`src/rtl/mem_arbiter.sv`:
```
// Round-robin arbiter between the processor pool and the shared single-port data memory.
// One transaction at a time: IDLE picks a winner, ISSUE drives the command, RD_WAIT returns read data.
module mem_arbiter #(
    parameter int PROC_COUNT = 4,
    parameter int BUS_W      = 256,
    parameter int WORD_W     = 32,
    parameter int ADDR_W     = 32,
    parameter int MEM_LAT    = 2,
    localparam int LANES     = BUS_W / WORD_W
) (
    input  logic                  i_clk,
    input  logic                  i_rstn,
    input  logic [PROC_COUNT-1:0] i_req_rd,
    input  logic [PROC_COUNT-1:0] i_req_wr,
    input  logic [ADDR_W-1:0]     i_addr    [PROC_COUNT],
    input  logic [BUS_W-1:0]      i_data    [PROC_COUNT],
    input  logic [2:0]            i_wr_size [PROC_COUNT],
    output logic [PROC_COUNT-1:0] o_grant_rd,
    output logic [PROC_COUNT-1:0] o_grant_wr,
    output logic [PROC_COUNT-1:0] o_valid,
    output logic [BUS_W-1:0]      o_data,
    output logic                  m_rd_en,
    output logic                  m_wr_en,
    output logic [ADDR_W-1:0]     m_addr,
    output logic [BUS_W-1:0]      m_wdata,
    output logic [LANES-1:0]      m_wmask,
    input  logic [BUS_W-1:0]      m_rdata
);

    localparam int PW = (PROC_COUNT > 1) ? $clog2(PROC_COUNT) : 1;

    localparam logic [1:0] IDLE    = 2'd0;
    localparam logic [1:0] ISSUE   = 2'd1;
    localparam logic [1:0] RD_WAIT = 2'd2;

    logic [1:0]            state;
    logic [PW-1:0]         ptr;
    logic [PW-1:0]         sel;
    logic                  is_wr;
    logic [ADDR_W-1:0]     lat_addr;
    logic [BUS_W-1:0]      lat_data;
    logic [2:0]            lat_size;
    logic [3:0]            cnt;
    logic [BUS_W-1:0]      data_q;

    logic [PROC_COUNT-1:0] req;
    logic                  found;
    logic [PW-1:0]         win;
    logic [PW-1:0]         idx;
    logic [LANES-1:0]      mask;
    logic                  rd_done;

    assign req     = i_req_rd | i_req_wr;
    assign rd_done = (state == RD_WAIT) && (cnt == 4'd0);

    // First requester at or after ptr, wrapping around the pool.
    always_comb begin
        found = 1'b0;
        win   = '0;
        idx   = '0;
        for (int unsigned i = 0; i < PROC_COUNT; i++) begin
            idx = PW'((32'(ptr) + i) % PROC_COUNT);
            if (!found && req[idx]) begin
                found = 1'b1;
                win   = idx;
            end
        end
    end

    always_comb begin
        mask = '0;
        for (int unsigned k = 0; k < LANES; k++) begin
            mask[k] = (k <= 32'(lat_size));
        end
    end

    always_ff @(posedge i_clk) begin
        if (!i_rstn) begin
            state    <= IDLE;
            ptr      <= '0;
            sel      <= '0;
            is_wr    <= 1'b0;
            lat_addr <= '0;
            lat_data <= '0;
            lat_size <= '0;
            cnt      <= '0;
            data_q   <= '0;
        end else begin
            case (state)
                IDLE: begin
                    if (found) begin
                        sel      <= win;
                        is_wr    <= i_req_wr[win];  // write wins when both are raised
                        lat_addr <= i_addr[win];
                        lat_data <= i_data[win];
                        lat_size <= i_wr_size[win];
                        state    <= ISSUE;
                    end
                end
                ISSUE: begin
                    ptr <= (sel == PW'(PROC_COUNT - 1)) ? '0 : sel + 1'b1;
                    if (is_wr) begin
                        state <= IDLE;
                    end else begin
                        state <= RD_WAIT;
                        cnt   <= 4'(MEM_LAT - 1);
                    end
                end
                RD_WAIT: begin
                    if (cnt == 4'd0) begin
                        data_q <= m_rdata;
                        state  <= IDLE;
                    end else begin
                        cnt <= cnt - 1'b1;
                    end
                end
                default: state <= IDLE;
            endcase
        end
    end

    // Outputs decode from state so grants and strobes are one cycle wide by construction.
    always_comb begin
        o_grant_rd = '0;
        o_grant_wr = '0;
        o_valid    = '0;
        o_data     = data_q;
        m_rd_en    = 1'b0;
        m_wr_en    = 1'b0;
        m_addr     = '0;
        m_wdata    = '0;
        m_wmask    = '0;
        if (state == ISSUE) begin
            m_addr = lat_addr;
            if (is_wr) begin
                o_grant_wr[sel] = 1'b1;
                m_wr_en         = 1'b1;
                m_wdata         = lat_data;
                m_wmask         = mask;
            end else begin
                o_grant_rd[sel] = 1'b1;
                m_rd_en         = 1'b1;
            end
        end
        if (rd_done) begin
            o_valid[sel] = 1'b1;
            o_data       = m_rdata;
        end
    end

endmodule

```
`config.mk`:
```
export PLATFORM = sky130hd
export DESIGN_NAME = mem_arbiter
export DESIGN_NICKNAME = d
export VERILOG_FILES = /design/src/rtl/mem_arbiter.sv
export SDC_FILE = /design/constraint.sdc
export NUM_CORES = 2
export LEC_CHECK = 0
export BUFFER_PORTS_ARGS = -buffer_cell sky130_fd_sc_hd__buf_4
export CAP_MARGIN = 0
export CELL_PAD_IN_SITES_DETAIL_PLACEMENT = 1
export CELL_PAD_IN_SITES_GLOBAL_PLACEMENT = 1
export CORE_AREA = 4 4 781 783
export DETAILED_ROUTE_END_ITERATION = 10
export DIE_AREA = 0 0 785 787
export PLACE_DENSITY = 0.3
export SLEW_MARGIN = 20
export SYNTH_ARGS = -nofsm -noshare
export SYNTH_HDL_FRONTEND = slang
export SYNTH_SLANG_ARGS = --single-unit
```
`constraint.sdc`:
```
create_clock -name i_clk -period 3.65 [get_ports i_clk]
set_input_delay 0.1825 -clock i_clk [delete_from_list [all_inputs] [get_ports i_clk]]
set_output_delay 0.1825 -clock i_clk [all_outputs]
set_load 0.03 [all_outputs]
```
# --- Word-level counts from Yosys, hierarchy flattened ---
# Cells that the tools add are included.
totals:
  elab_cells: 105
  reg_bits: 558
  input_bits: 1430
  output_inout_bits: 566
op_classes:
  muxes: 52
  bitwise_logic: 2
  eq_ne: 7
  add_sub_neg: 5
  order_cmp: 15
  reduce_logical: 15
op_table:
  columns: ["cell", "count"]
  rows:
  - ["two-way mux 256 bit", 5]
  - ["binary-select mux 256 bit (select 2 bit)", 1]
  - ["two-way mux 32 bit", 3]
  - ["binary-select mux 32 bit (select 2 bit)", 1]
  - ["two-way mux 4 bit", 7]
  - ["less-than comparator 2 x 3 -> 1 bit (second input constant)", 6]
  - ["two-way mux 2 bit", 8]
  - ["two-way mux 8 bit", 2]
  - ["two-way mux 1 bit", 14]
  - ["<= comparator 3 bit (first input constant)", 4]
  - ["binary-select mux 1 bit (select 2 bit)", 5]
  - ["case mux 4 bit (2 select lines)", 1]
  - ["binary-select mux 3 bit (select 2 bit)", 1]
  - ["<= comparator 2 x 3 -> 1 bit (first input constant)", 2]
  - ["two-way mux 3 bit", 2]
  - ["!= test 2 bit (second input constant)", 3]
  - ["case mux 2 bit (3 select lines)", 1]
  - ["AND reduction 2 bit", 3]
  - ["logical AND 1 bit", 5]
  - ["adder 2 x 1 -> 2 bit (second input constant)", 2]
  - ["adder 2 bit (second input constant)", 2]
  - ["== test 2 bit (second input constant)", 2]
  - ["logical NOT 4 bit", 1]
  - ["bitwise OR 4 bit", 1]
  - ["12 further kinds", 14]

# --- Depth between registers and ports, before layout ---
depth:
  depth_word: 17
  mapped_depth: 8

# --- Worst setup path after synthesis ---
# No wires, ideal clock.
synth_path:
  path_type: "reg-to-reg"
  start: "reg cnt[0]"
  end: "reg data_q[0]"
  stages_incl_launch_ff: 9
  path_buffers: 2
  t_arrival_ps: 2076
  setup_slack_ps: 1459
  setup_time_ps: 115
  synth_period_minus_slack_ps: 2191
  path_cell_list: "dfxtp_1 -> inv_1 -> ha_1 -> nor3b_1 -> nand2_1 -> clkbuf_1 -> clkbuf_1 -> mux2_2 -> and2_1"
synth_between:
  elab_chain_cells: 2
synth_rtl:
  columns: ["element", "line_no", "source"]
  rows:
  - ["start: declaration", "43", "logic [3:0] cnt;"]
  - ["start signal: assignment", "106", "cnt <= 4'(MEM_LAT - 1);"]
  - ["start signal: assignment", "114", "cnt <= cnt - 1'b1;"]
  - ["logical NOT 4 bit", "110", "if (cnt == 4'd0) begin"]
  - ["AND reduction 2 bit (no line)", null, null]
  - ["end signal: assignment", "111", "data_q <= m_rdata;"]
  - ["end: declaration", "44", "logic [BUS_W-1:0] data_q;"]
# No other way between the ends.
# A chain may end at the register's enable or synchronous reset.

# --- Worst setup path in the final report ---
layout_path:
  start: "reg ptr[1]"
  end: "reg lat_data[94]"
layout_between:
  elab_chain_cells: 16
  elab_cells_between_ends: 30
layout_rtl:
  columns: ["element", "line_no", "source"]
  rows:
  - ["start: declaration", "37", "logic [PW-1:0] ptr;"]
  - ["start signal: assignment", "101", "ptr <= (sel == PW'(PROC_COUNT - 1)) ? '0 : sel + 1'b1;"]
  - ["branches (longest 16 deep; another with adder 2 x 1 -> 2 bit)", null, null]
  - ["end signal: assignment", "95", "lat_data <= i_data[win];"]
  - ["end: declaration", "41", "logic [BUS_W-1:0] lat_data;"]
# Several ways; the timed one is not identified. The select of a mux whose other input is x is not followed.

==> impl_metrics.env <==
export IMPL_dieArea_sq_um=617800
export IMPL_grt_start_max_net_pins=119
export IMPL_vias=38150
export IMPL_cp_end_kind="register"
export IMPL_antenna_left=0
export IMPL_synth_area_leaders="dfxtp_1 38%, mux2i_1 20%, mux2_2 9.9%"
export IMPL_synth_distinct_cells=37
export IMPL_yosysWarningCount=0
export IMPL_dr_wl_met3_mm=42.16
export IMPL_yosys_area_top_type="dfxtp_1"
export IMPL_clk_pin_slew_ps=60
export IMPL_clock_sink_count=558
export IMPL_fmax_mhz=285.0
export IMPL_grt_use_total=0.1307
export IMPL_drc=0
export IMPL_critical_path_slowest_cell="dlygate4sd3_1"
export IMPL_met1Wirelength_mm=158.5
export IMPL_numCtsBuffers=95
export IMPL_worst_pin_slew_ps=988.6
export IMPL_cts_max_level=3
export IMPL_reg2reg_setup_slack_ps=140
export IMPL_syn_area_sq_um=29040
export IMPL_die_height_microns=787
export IMPL_wire_per_inst_microns=29.63
export IMPL_rows=285
export IMPL_hold_path_endpoint="lat_data[4]$_SDFFE_PN0P_"
export IMPL_areaGrowthSynthToFinish_pct=139.2
export IMPL_p_leak_nw=28.86
export IMPL_critPathMaxFanout=43
export IMPL_crit_buf_inv=5
export IMPL_synth_nets=4340
export IMPL_crit_family="buffers and inverters"
export IMPL_final_cell_mix="2,057 x buf_4, 1,223 x dlygate4sd3_1, 582 x mux2i_1"
export IMPL_hold_start="i_data[516]"
export IMPL_gp_congestion=0.8719
export IMPL_period_share=0.9613
export IMPL_dr_wl_met2_mm=210.2
export IMPL_timing_hold_violations_final=0
export IMPL_start_util=0.04824
export IMPL_layout_nets=7469
export IMPL_grt_pass1_vias=42190
export IMPL_drt_wl_total_mm=421.2
export IMPL_fin_crit_ps=3509
export IMPL_cts_max_path_buffers=4
export IMPL_status="complete, no violations"
export IMPL_place_detailed_hpwl_mm=369.7
export IMPL_rsz0062_at_grt="false"
export IMPL_timing_slew_headroom=0.3409
export IMPL_mostFrequentLayoutCell="buf_4"
export IMPL_path_class="register to register"
export IMPL_synth_top_area_share=0.3847
export IMPL_coreArea_sq_um=601900
export IMPL_io_buffer_count=1995
export IMPL_r2r_start="ptr[1]$_SDFFE_PN0P_"
export IMPL_final_fill_count=71100
export IMPL_pin_count=1996
export IMPL_synth_area_per_cell_sq_um=9.999
export IMPL_fin_skew_ps=92.96
export IMPL_drt_iter0_drc=1747
export IMPL_first_pass_iters=4
export IMPL_grt_ovfl_total=0
export IMPL_ys_ff_latch=558
export IMPL_cts_tree="done"
export IMPL_r2r_cells=10
export IMPL_ir_worst_vdd_mv=0.3536
export IMPL_cap_violations=0
export IMPL_crit_path_max_incr_delay_ps=600
export IMPL_grt_pass1_wl_mm=515.1
export IMPL_yosysSeqAreaShare=0.3847
export IMPL_viasPerCell=2.684
export IMPL_fin_util=0.1154
export IMPL_start_kind="register"
export IMPL_die_x_microns=785
export IMPL_ctsRootBufferMaster="clkbuf_16"
export IMPL_holdPathStages=4
export IMPL_syn_inst=2904
export IMPL_power_density_nw_per_um2=375.9
export IMPL_drive_gt1_frac=0.4123
export IMPL_setup_violations=0
export IMPL_hp_class="input port to register"
export IMPL_antenna_found_initial=309
export IMPL_cp_required_ps=4390
export IMPL_routed_top_layer="met5"
export IMPL_fin_setup_tns_ps=0
export IMPL_insertion_delay_ps=850
export IMPL_r2r_end="lat_data[94]$_SDFFE_PN0P_"
export IMPL_slew_violations=0
export IMPL_crit_arrival_ps=4250
export IMPL_path_cells="o21ai_1, a311oi_2, nor2_4, buf_12, buf_16, buf_16, mux2i_2, dlygate4sd3_1, o221ai_1, dlygate4sd3_1"
==> per-layer routing <==
| metal | up-vias | GRT usage |
|---|---|---|
| met5 | - | 0 |
| met1 | 18820 | 0.1440 |
| met4 | 78 | 0.02216 |
| met3 | 576 | 0.05391 |
| met2 | 1710 | 0.2361 |
| li1 | 16970 | - |
==> registers in the layout, summed over array words and instances, names as in the netlist <==
register  cells
cnt           4
data_q      256
is_wr         1
lat_addr     32
lat_data    256
lat_size      3
ptr           2
sel           2
state         2
==> cell families after synthesis <==
kind of cell,after synthesis,synth area share
flops,558,0.3847
xor+xnor,2,0.0006034
buf+inv,294,0.05296
fa+ha+maj,6,0.002585
simple gates,888,0.1642
compound gates,316,0.09441
mux,840,0.3006
==> Yosys cell counts (all sizes together) <==
master and n:
a211oi 1, a21oi 6, a311oi 1, and2 292
and3 262, buf 184, clkbuf 100, dfxtp 558
ha 6, inv 10, mux2 256, mux2i 584
nand2 298, nand2b 1, nor2 18, nor2b 3
nor3 9, nor3b 1, o21a 4, o21ai 5
o21ba 2, o21bai 1, o221ai 292, o22ai 1
o2bb2ai 1, o31a 1, o31ai 1, or2 3
or4 1, xor2 2
==> worst max-delay path by stage <==
stage                             start                          to  cells past startpoint
floorplan           cnt[0]$_SDFFE_PN0P_      data_q[0]$_SDFFE_PN0P_                      8
finish              ptr[1]$_SDFFE_PN0P_   lat_data[94]$_SDFFE_PN0P_                     10
CTS                 ptr[0]$_SDFFE_PN0P_   lat_data[94]$_SDFFE_PN0P_                     10
global placement            i_req_rd[0]  lat_data[212]$_SDFFE_PN0P_                      8
detailed placement          i_req_rd[0]    lat_addr[3]$_SDFFE_PN0P_                      9
global route        ptr[1]$_SDFFE_PN0P_    lat_addr[6]$_SDFFE_PN0P_                      9
==> worst reg2reg max path, cell delays in order, from the launching register on <==
cell and delay (ps):
dfxtp_1 430, o21ai_1 150, a311oi_2 430, nor2_4 120, buf_12 180, buf_16 320
buf_16 250, mux2i_2 280, dlygate4sd3_1 600, o221ai_1 120, dlygate4sd3_1 580
==> layout make-up <==
type                       count  area, sq um  share of cell area
antenna                       76        190.2            0.002738
clock buffer                 135         2729             0.03929
clock inverter                34        465.4            0.006702
inverter                      10        37.54           0.0005405
multi-input combinational   2052        16400              0.2361
sequential                   558        11170              0.1609
tap                         8036        10050              0.1448
timing repair buffer        3316        28400              0.4089
==> report_power, final <==
part           leakage [nW]  switching, mW  internal (mW)  total (mW)
Combinational          22.7           4.57           4.27        8.84
Sequential             4.57          0.545           6.82        7.36
Clock                  1.56           4.08           5.82        9.90
Total                  28.9           9.19           16.9        26.1
==> timing repair <==
action | CTS | global route
hold buffers | 1223 | 0
endpoints found under the setup margin | 244 | 33
setup buffers | 0 | 1
gates cloned | 0 | 1
endpoints found under the hold margin | 554 | 0
gates resized for setup | 2 | 11
pin swaps | 0 | 1
==> per-stage QoR <==
stage	hold slack, ps	instance area (sq um)	setup slack, ps	power (mW)	std cells
after floorplan	382.1	29040	1459	10.37	2904
after global placement	437.5	53720	688.1	14.62	12750
after detailed placement	444.8	53720	713.7	14.66	12750
after CTS	10.15	69170	28.75	27.06	14140
after global routing	15.40	69370	6.392	27.55	14190
final	33.34	69450	141.3	26.11	14220
No activity file was read; power rests on OpenSTA's default activity.
